### src/rtl/ternary_sign_mag_decoder.sv
// ---------------------------------------------------------------------------
// ternary_sign_mag_decoder
//
// Converts a 3-digit radix-3 complement word into sign + unsigned ternary
// magnitude. Each digit is packed in 2 bits (0..2, 2'b11 is illegal). The
// conversion runs digit-serially, least significant digit first, over three
// cycles. A single word is in flight at a time.
//
// Ports
//   clk           rising-edge clock for all state
//   resetN        asynchronous active-low reset
//   inValid       producer presents a word on inWord
//   inWord[5:0]   radix-3 complement word, [5:4] = sign digit, [1:0] = LSD
//   inReady       block can accept a word (high only while idle)
//   outValid      result fields are valid
//   outReady      consumer accepts the result
//   sign          1 = negative
//   mag[5:0]      unsigned ternary magnitude, same digit packing as inWord
//   overflow      sign digit was 1 (out-of-range encoding)
//   invalidDigit  some digit of the captured word was 2'b11
// ---------------------------------------------------------------------------
module ternary_sign_mag_decoder (
  input  logic       clk,
  input  logic       resetN,
  input  logic       inValid,
  input  logic [5:0] inWord,
  output logic       inReady,
  output logic       outValid,
  input  logic       outReady,
  output logic       sign,
  output logic [5:0] mag,
  output logic       overflow,
  output logic       invalidDigit
);

  typedef enum logic [2:0] {
    ST_IDLE = 3'd0,
    ST_D0   = 3'd1,
    ST_D1   = 3'd2,
    ST_D2   = 3'd3,
    ST_DONE = 3'd4
  } state_t;

  // One step of the serial "27 - N" subtraction.
  // Returns {carry_out, result_digit}. An illegal digit yields zero; the
  // result is masked later anyway.
  function automatic logic [2:0] neg_digit(input logic [1:0] d, input logic cin);
    logic [2:0] t;
    logic [2:0] r;
    t = 3'd0;
    r = 3'b000;
    if (d == 2'b11) begin
      r = 3'b000;
    end else begin
      t = (3'd2 - {1'b0, d}) + {2'b00, cin};
      if (t >= 3'd3) begin
        t = t - 3'd3;
        r = {1'b1, t[1:0]};
      end else begin
        r = {1'b0, t[1:0]};
      end
    end
    return r;
  endfunction

  // State and working registers
  state_t     state_q, state_d;
  logic [5:0] word_q, word_d;
  logic [5:0] acc_q, acc_d;
  logic       carry_q, carry_d;
  logic       inv_q, inv_d;

  // Registered outputs
  logic       in_ready_q, in_ready_d;
  logic       out_valid_q, out_valid_d;
  logic       sign_q, sign_d;
  logic [5:0] mag_q, mag_d;
  logic       overflow_q, overflow_d;
  logic       invalid_q, invalid_d;

  // Digit datapath signals
  logic [1:0] cur_digit_s;
  logic       cin_s;
  logic       neg_s;
  logic       ovf_s;
  logic [2:0] neg_res_s;
  logic [1:0] dig_out_s;
  logic       carry_next_s;
  logic       digit_bad_s;
  logic       inv_final_s;

  // Select the digit handled in the current serial step and convert it
  always_comb begin
    cur_digit_s = 2'b00;
    case (state_q)
      ST_D0:   cur_digit_s = word_q[1:0];
      ST_D1:   cur_digit_s = word_q[3:2];
      ST_D2:   cur_digit_s = word_q[5:4];
      default: cur_digit_s = 2'b00;
    endcase

    // The "+1" of the complement enters as the carry into digit 0.
    if (state_q == ST_D0) begin
      cin_s = 1'b1;
    end else begin
      cin_s = carry_q;
    end

    neg_s     = (word_q[5:4] == 2'd2);
    ovf_s     = (word_q[5:4] == 2'd1);
    neg_res_s = neg_digit(cur_digit_s, cin_s);

    if (neg_s) begin
      dig_out_s    = neg_res_s[1:0];
      carry_next_s = neg_res_s[2];
    end else begin
      dig_out_s    = cur_digit_s;
      carry_next_s = 1'b0;
    end

    digit_bad_s = (cur_digit_s == 2'b11);
    inv_final_s = inv_q | digit_bad_s;
  end

  // Next-state and next-output logic for the serial decoder
  always_comb begin
    state_d     = state_q;
    word_d      = word_q;
    acc_d       = acc_q;
    carry_d     = carry_q;
    inv_d       = inv_q;
    in_ready_d  = in_ready_q;
    out_valid_d = out_valid_q;
    sign_d      = sign_q;
    mag_d       = mag_q;
    overflow_d  = overflow_q;
    invalid_d   = invalid_q;

    case (state_q)
      ST_IDLE: begin
        if (inValid && in_ready_q) begin
          word_d     = inWord;
          acc_d      = 6'b000000;
          carry_d    = 1'b0;
          inv_d      = 1'b0;
          in_ready_d = 1'b0;
          state_d    = ST_D0;
        end else begin
          state_d = ST_IDLE;
        end
      end
      ST_D0: begin
        acc_d[1:0] = dig_out_s;
        carry_d    = carry_next_s;
        inv_d      = inv_final_s;
        state_d    = ST_D1;
      end
      ST_D1: begin
        acc_d[3:2] = dig_out_s;
        carry_d    = carry_next_s;
        inv_d      = inv_final_s;
        state_d    = ST_D1 == ST_D1 ? ST_D2 : ST_D2;
      end
      ST_D2: begin
        acc_d[5:4] = dig_out_s;
        carry_d    = carry_next_s;
        inv_d      = inv_final_s;
        // Result fields only change here, so they hold across the
        // handshake and until the next word finishes.
        invalid_d  = inv_final_s;
        overflow_d = ovf_s;
        sign_d     = neg_s & ~inv_final_s;
        if (inv_final_s || ovf_s) begin
          mag_d = 6'b000000;
        end else begin
          mag_d = {dig_out_s, acc_q[3:0]};
        end
        out_valid_d = 1'b1;
        state_d     = ST_DONE;
      end
      ST_DONE: begin
        if (outReady) begin
          out_valid_d = 1'b0;
          in_ready_d  = 1'b1;
          state_d     = ST_IDLE;
        end else begin
          state_d = ST_DONE;
        end
      end
      default: begin
        out_valid_d = 1'b0;
        in_ready_d  = 1'b1;
        state_d     = ST_IDLE;
      end
    endcase
  end

  // State, working and output registers with asynchronous reset
  always_ff @(posedge clk or negedge resetN) begin
    if (!resetN) begin
      state_q     <= ST_IDLE;
      word_q      <= 6'b000000;
      acc_q       <= 6'b000000;
      carry_q     <= 1'b0;
      inv_q       <= 1'b0;
      in_ready_q  <= 1'b1;
      out_valid_q <= 1'b0;
      sign_q      <= 1'b0;
      mag_q       <= 6'b000000;
      overflow_q  <= 1'b0;
      invalid_q   <= 1'b0;
    end else begin
      state_q     <= state_d;
      word_q      <= word_d;
      acc_q       <= acc_d;
      carry_q     <= carry_d;
      inv_q       <= inv_d;
      in_ready_q  <= in_ready_d;
      out_valid_q <= out_valid_d;
      sign_q      <= sign_d;
      mag_q       <= mag_d;
      overflow_q  <= overflow_d;
      invalid_q   <= invalid_d;
    end
  end

  assign inReady      = in_ready_q;
  assign outValid     = out_valid_q;
  assign sign         = sign_q;
  assign mag          = mag_q;
  assign overflow     = overflow_q;
  assign invalidDigit = invalid_q;

endmodule

### config.mk
export PLATFORM = sky130hd
export DESIGN_NAME = ternary_sign_mag_decoder
export DESIGN_NICKNAME = d
export VERILOG_FILES = /design/src/rtl/ternary_sign_mag_decoder.sv
export SDC_FILE = /design/constraint.sdc
export NUM_CORES = 1
export LEC_CHECK = 0
export CAP_MARGIN = 10
export CORE_ASPECT_RATIO = 0.8
export CORE_UTILIZATION = 54
export CTS_BUF_LIST = sky130_fd_sc_hd__clkbuf_2 sky130_fd_sc_hd__clkbuf_4 sky130_fd_sc_hd__clkbuf_8
export DETAILED_ROUTE_END_ITERATION = 7
export PLACE_DENSITY = 0.8
export SLEW_MARGIN = 10
export SYNTH_ARGS = -nofsm -noshare
export SYNTH_HDL_FRONTEND = slang
export SYNTH_SLANG_ARGS = --single-unit
### constraint.sdc
create_clock -name clk -period 2.7 [get_ports clk]
set_input_delay 0.405 -clock clk [delete_from_list [all_inputs] [get_ports clk]]
set_output_delay 0.405 -clock clk [all_outputs]
set_load 0.01 [all_outputs]
=== Word level (Yosys, flattened, before mapping) ===
Cells that the tools add are included.

* Muxes and demuxes: 20
* Reductions and logical operators: 14
* $add $sub $neg: 3
* Equal/unequal tests: 9
* $lt $le $gt $ge: 1
* Bitwise operators: 5

{| class="wikitable"
|+ Operators by type and width
! operator !! number
|-
| $pmux W3 S5 || 1
|-
| $reduce_and A2 Y1 || 5
|-
| $mux W3 || 3
|-
| $pmux W2 S2 || 2
|-
| $eq A3 B2 Y1 const B || 2
|-
| $mux W1 || 6
|-
| $mux W6 || 1
|-
| $pmux W1 S3 || 2
|-
| $pmux W2 S3 || 1
|-
| $reduce_bool A2 Y1 || 3
|-
| $reduce_or A3 Y1 || 2
|-
| $eq A2 B2 Y1 const B || 2
|-
| $mux W4 || 1
|-
| $ne A2 B2 Y1 const B || 2
|-
| $pmux W1 S2 || 2
|-
| $add A3 B1 Y3 || 1
|-
| $eq A3 B1 Y1 const B || 1
|-
| $eq A3 B3 Y1 const B || 1
|-
| $ge A3 B2 Y1 const B || 1
|-
| $logic_not A3 Y1 || 1
|-
| $not A1 Y1 || 3
|-
| $reduce_and A3 Y1 || 1
|-
| $sub A2 B2 Y3 const A || 1
|-
| $eq A2 B1 Y1 const B || 1
|-
| other kinds (6) || 6
|}

* Input port bits: 10
* Output and inout bits: 11
* Register bits: 26
* Logic and storage cells: 64

=== Longest topological paths before layout ===
* Word-level depth: 9
* Gate-level depth with buffers: 11
* Mapped depth without buffers: 11

=== Worst setup path before layout ===
No wires, ideal clock.

* Path kind: reg-to-reg
* Start point: register state_q[1]
* End point: register acc_q[0]
* Setup time: 131 ps
* Arrival time: 2207 ps
* Period minus slack after synthesis: 2338 ps
* Setup slack: 362 ps
* Data required time: 2569 ps
* Cell stages (with the launch flop): 11
* Path buffers: 1
* Cell sequence: dfrtp_1 > buf_2 > a21oi_1 > a211oi_2 > ha_1 > inv_1 > ha_1 > a21oi_1 > o31ai_1 > a211oi_1 > o21ai_1

* Word-level cells in the longest chain between the ends: 9
* Elaborated cells on any way between the ends: 18
* Classes of those cells: add/sub (3); order compare (1); eq/ne (5); mux (6); reduce/logical (3)

{| class="wikitable"
|+ RTL lines
! element !! line !! text
|-
| from (decl) || 67 || <nowiki>state_t state_q, state_d;</nowiki>
|-
| from (signal assigned) || 213 || <nowiki>state_q <= state_d;</nowiki>
|-
| $eq A3 B2 Y1 / $eq A3 B1 Y1 (equally long branches) || 95, 103, 139 ||
|-
| $pmux W2 S3 || 95 || <nowiki>case (state_q)</nowiki>
|-
| $sub A2 B2 Y3 || 55 || <nowiki>t = (3'd2 - {1'b0, d}) + {2'b00, cin};</nowiki>
|-
| $add A3 B1 Y3 || 55 ||
|-
| $ge A3 B2 Y1 / $sub A2 B2 Y2 (equally long branches) || 56, 57 ||
|-
| $mux W3 || 56 || <nowiki>if (t >= 3'd3) begin</nowiki>
|-
| $mux W3 || 52 || <nowiki>if (d == 2'b11) begin</nowiki>
|-
| $mux W2 || 113 || <nowiki>if (neg_s) begin</nowiki>
|-
| $pmux W2 S2 || 139 || <nowiki>case (state_q)</nowiki>
|-
| to (signal assigned) || 203 || <nowiki>acc_q <= 6'b000000;</nowiki>
|-
| to (signal assigned) || 215 || <nowiki>acc_q <= acc_d;</nowiki>
|-
| to (decl) || 69 || <nowiki>logic [5:0] acc_q, acc_d;</nowiki>
|}

Several ways; a longest one is shown, not always the timed one.
A chain may end at the register's enable or synchronous reset.

=== Final worst setup path ===
* Start point: register state_q[0]
* End point: register mag_q[5], in the netlist mag[5]

* Word-level cells in the longest chain between the ends: 9
* Elaborated cells on any way between the ends: 16
* Classes of those cells: add/sub (3); order compare (1); eq/ne (4); mux (6); bitwise (1); reduce/logical (1)

{| class="wikitable"
|+ RTL lines
! element !! line !! text
|-
| $eq A3 B2 Y1, or another cell as far along || 95, 139 ||
|-
| $pmux W2 S3 || 95 ||
|-
| $sub A2 B2 Y3 || 55 ||
|-
| $add A3 B1 Y3 || 55 ||
|-
| $ge A3 B2 Y1 / $sub A2 B2 Y2 (equally long branches) || 56, 57 ||
|-
| $mux W3 || 56 ||
|-
| $mux W3 || 52 ||
|-
| $mux W2 || 113 ||
|-
| $mux W6 || 173 || <nowiki>if (inv_final_s || ovf_s) begin</nowiki>
|-
| to (signal assigned) || 221 || <nowiki>mag_q <= mag_d;</nowiki>
|-
| to (decl) || 77 || <nowiki>logic [5:0] mag_q, mag_d;</nowiki>
|}

Several ways; a longest one is shown, not always the timed one.

==> results.toml <==
[status]
status = "finished with violations"
violations = "DRC"

[cells_and_area]
drive_gt1_share_pct = 16.8
finalNetCount = 169
fillers = 173
syn_to_final_growth_pct = 23.8
diodes = 0
utilization_pct = 72.8

[die]
io_pins = 21
initial_core_util_pct = 58.8
coreArea_mm2 = 0.00221
dieArea_mm2 = 0.00261
fp.dieH_um = 45.9
die_w_um = 56.9
rows = 15

[timing]
drv_slew = 0
rsz0062_at_grt = "no"
max_freq_mhz = 396
hold_slack_ps = 407
skew_ps = 8.41
setup_viol = 0
max_slew_margin_pct = 64.7
tightest_slew_ps = 529
min_period_ps = 2520
fin_crit_sh_pct = 93.5
tns_ps = 0
hold_viol_final = 0

[drt]
ant_nets = 0
drt_pre_antenna_iters = 7
drc = 6
drtIter0Drc = 72
wl_um = 2660
via_count = 1064
via_per_inst = 5.91
wl_per_cell_um = 14.8

[cts]
cts_made_buffers = 3
cts.reportedPaths.clkPinSlew_ps = 140
cts_root_buf = "clkbuf_4"
htreeDepth = 1
clkSinkCount = 26
post_cts_buffers = 0
insertion_delay_ps = 330
cts_buffer_depth = 2
cts_tree = "done"

[global_routing]
grt_use_total_pct = 22.7
grt_pass1_vias = 982
antenna_found_initial = 0
grt_pass1_wl_um = 4400
grt_max_degree = 27
gr-total-overflow = 0

[pwr]
powerDensity_mw_per_mm2 = 1280
leakagePower_nw = 0.707
clock_power_share_pct = 13.0
p_sw_share_pct = 41.3
finalPower_w = 0.00207
p_comb_share_pct = 54.1
irDropWorstVdd_mv = 0.712
internal_power_w = 0.00121
seqPwrFrac_pct = 32.9
p_switching_w = 0.000856

[synthesis]
synth.distinct_cells = 40
ys_seq_area_share_pct = 50.0
syn_area_mm2 = 0.00130
ys_seq_elements = 26
yosys_warnings = 0
syn-instance-count = 131
avgSynthCellArea_um2 = 9.94
synth_top_area_share_pct = 48.0
syn_nets = 144
synth_top_area_cell = "dfrtp_1"
synthTopCellsByArea = "dfrtp_1 48%, mux2_2 6.1%, o21ai_0 4.6%"

[worst_setup_path]
worstSetupPathType = "reg2reg"
crit_path_start = "state_q[0]"
end_kind = "register"
worstPathMaxFanout = 10
worstPathRequired_ps = 2910
reg2reg_to = "mag[5]"
r2r_cells = 11
critPathArrivalTime_ps = 2730
startpoint_type = "register"
crit_path_end = "mag[5]"
max_stage_delay_ps = 490
r2r_slack_ps = 180
slowest_stage = "dfrtp_2"
rr_startpoint = "state_q[0]"
crit_chain = "or3b_4 > nand2b_4 > inv_2 > ha_1 > inv_1 > ha_1 > a21oi_2 > o21ai_0 > a21oi_1 > o31ai_1 > o21ai_0"

[flow_run]
maxCapViolCount = 0

[placement]
gp_congestion = 0.827
hpwl_um = 1960
portBuffers = 20

[hold_path]
hp-class = "in2async"
-- per-layer routing --
layer,routed length [um],GRT usage (%)
met4,17,5.37
met1,1140,26.8
met3,155,5.97
met5,0,0
met2,1350,42.1
-- cells in the mapped netlist (all sizes together) --
cell type   n
nor4bb      1
dfrtp      25
nand3       5
mux2i       1
o31ai       2
a21oi       9
a22oi       1
nand4       2
nor2b       3
or3         1
and3b       1
nor3        1
buf         3
nand2      16
mux2        7
a221oi      1
and2        1
nor2        7
a21o        1
nor3b       1
a31oi       1
o311ai      1
dfstp       1
nor4        1
a22o        4
nand3b      1
or3b        1
ha          3
clkbuf      2
nand2b      4
o21a        1
inv         5
a211oi      2
o21ai      15
-- state kept, by name, indices dropped and copies added, names as in the netlist --
signal	count
outValid	1
mag	6
invalidDigit	1
state_q	3
sign	1
carry_q	1
inReady	1
overflow	1
acc_q	4
inv_q	1
word_q	6
-- cells by family after synthesis --
group,synth area share [%]
AO/OA/AOI/OAI,18.4
adder cells (fa/ha/maj),2.88
buffers and inverters,3.07
flip-flops,50.0
multiplexers,6.82
AND/OR/NAND/NOR,18.7
-- cell usage in the layout (no fill, tap or decap), types with 3 or more instances in the layout --
cell,synthesis,layout
nand2_1,16,16
nor2b_1,3,3
nor2_1,7,7
o21ai_1,3,3
nand3_1,5,5
a21oi_1,8,7
o21ai_0,12,12
a22o_1,4,4
inv_1,3,3
nand2b_1,3,3
buf_4,0,5
clkdlybuf4s50_1,0,20
ha_1,3,3
dfrtp_1,25,24
mux2_2,7,7
clkbuf_4,0,3
-- through the flow --
step	setup slack, ps	std cells	instance area (um2)
final	176	180	1610
after global routing	41.1	180	1610
after CTS	35.3	180	1610
after detailed placement	30.8	176	1550
after global placement	257	176	1550
after floorplan	362	131	1300
-- what timing repair did --
action                                  in CTS  in global routing
gates resized for setup                      1                  2
endpoints found under the setup margin       1                  5
pin swaps                                    0                  0
hold buffers                                 0                  0
-- worst min-delay path by stage --
stage / end
6_report: overflow
2_1_floorplan: acc_q[0]
4_1_cts: overflow
3_5_place_dp: sign
3_3_place_gp: overflow
5_1_grt: overflow
-- cell type report --
class / count / area [um2] / area share (%)
inverter: 5 / 18.8 / 1.16
sequential: 26 / 653 / 40.5
tap: 25 / 31.3 / 1.94
multi-input combinational: 95 / 619 / 38.4
clock inverter: 1 / 30.0 / 1.86
timing repair buffer: 25 / 238 / 14.7
clock buffer: 3 / 22.5 / 1.40
-- power groups by stage --
stage	combinational, W	sequential [W]	clock, W
4_1_cts	0.00110	0.000679	0.000274
3_5_place_dp	0.00107	0.000687	0
5_1_grt	0.00122	0.000700	0.000290
6_report	0.00112	0.000680	0.000270
2_1_floorplan	0.000721	0.000678	0
3_3_place_gp	0.00103	0.000675	0
-- worst max-delay path, delay by kind of cell, from the launching register on --
kind,cells,cell delay (ps)
AND/OR/NAND/NOR,2,570
AO/OA/AOI/OAI,5,870
flip-flops,1,490
buffers and inverters,2,120
adder cells (fa/ha/maj),2,360
(Power assumes the default switching activity.)
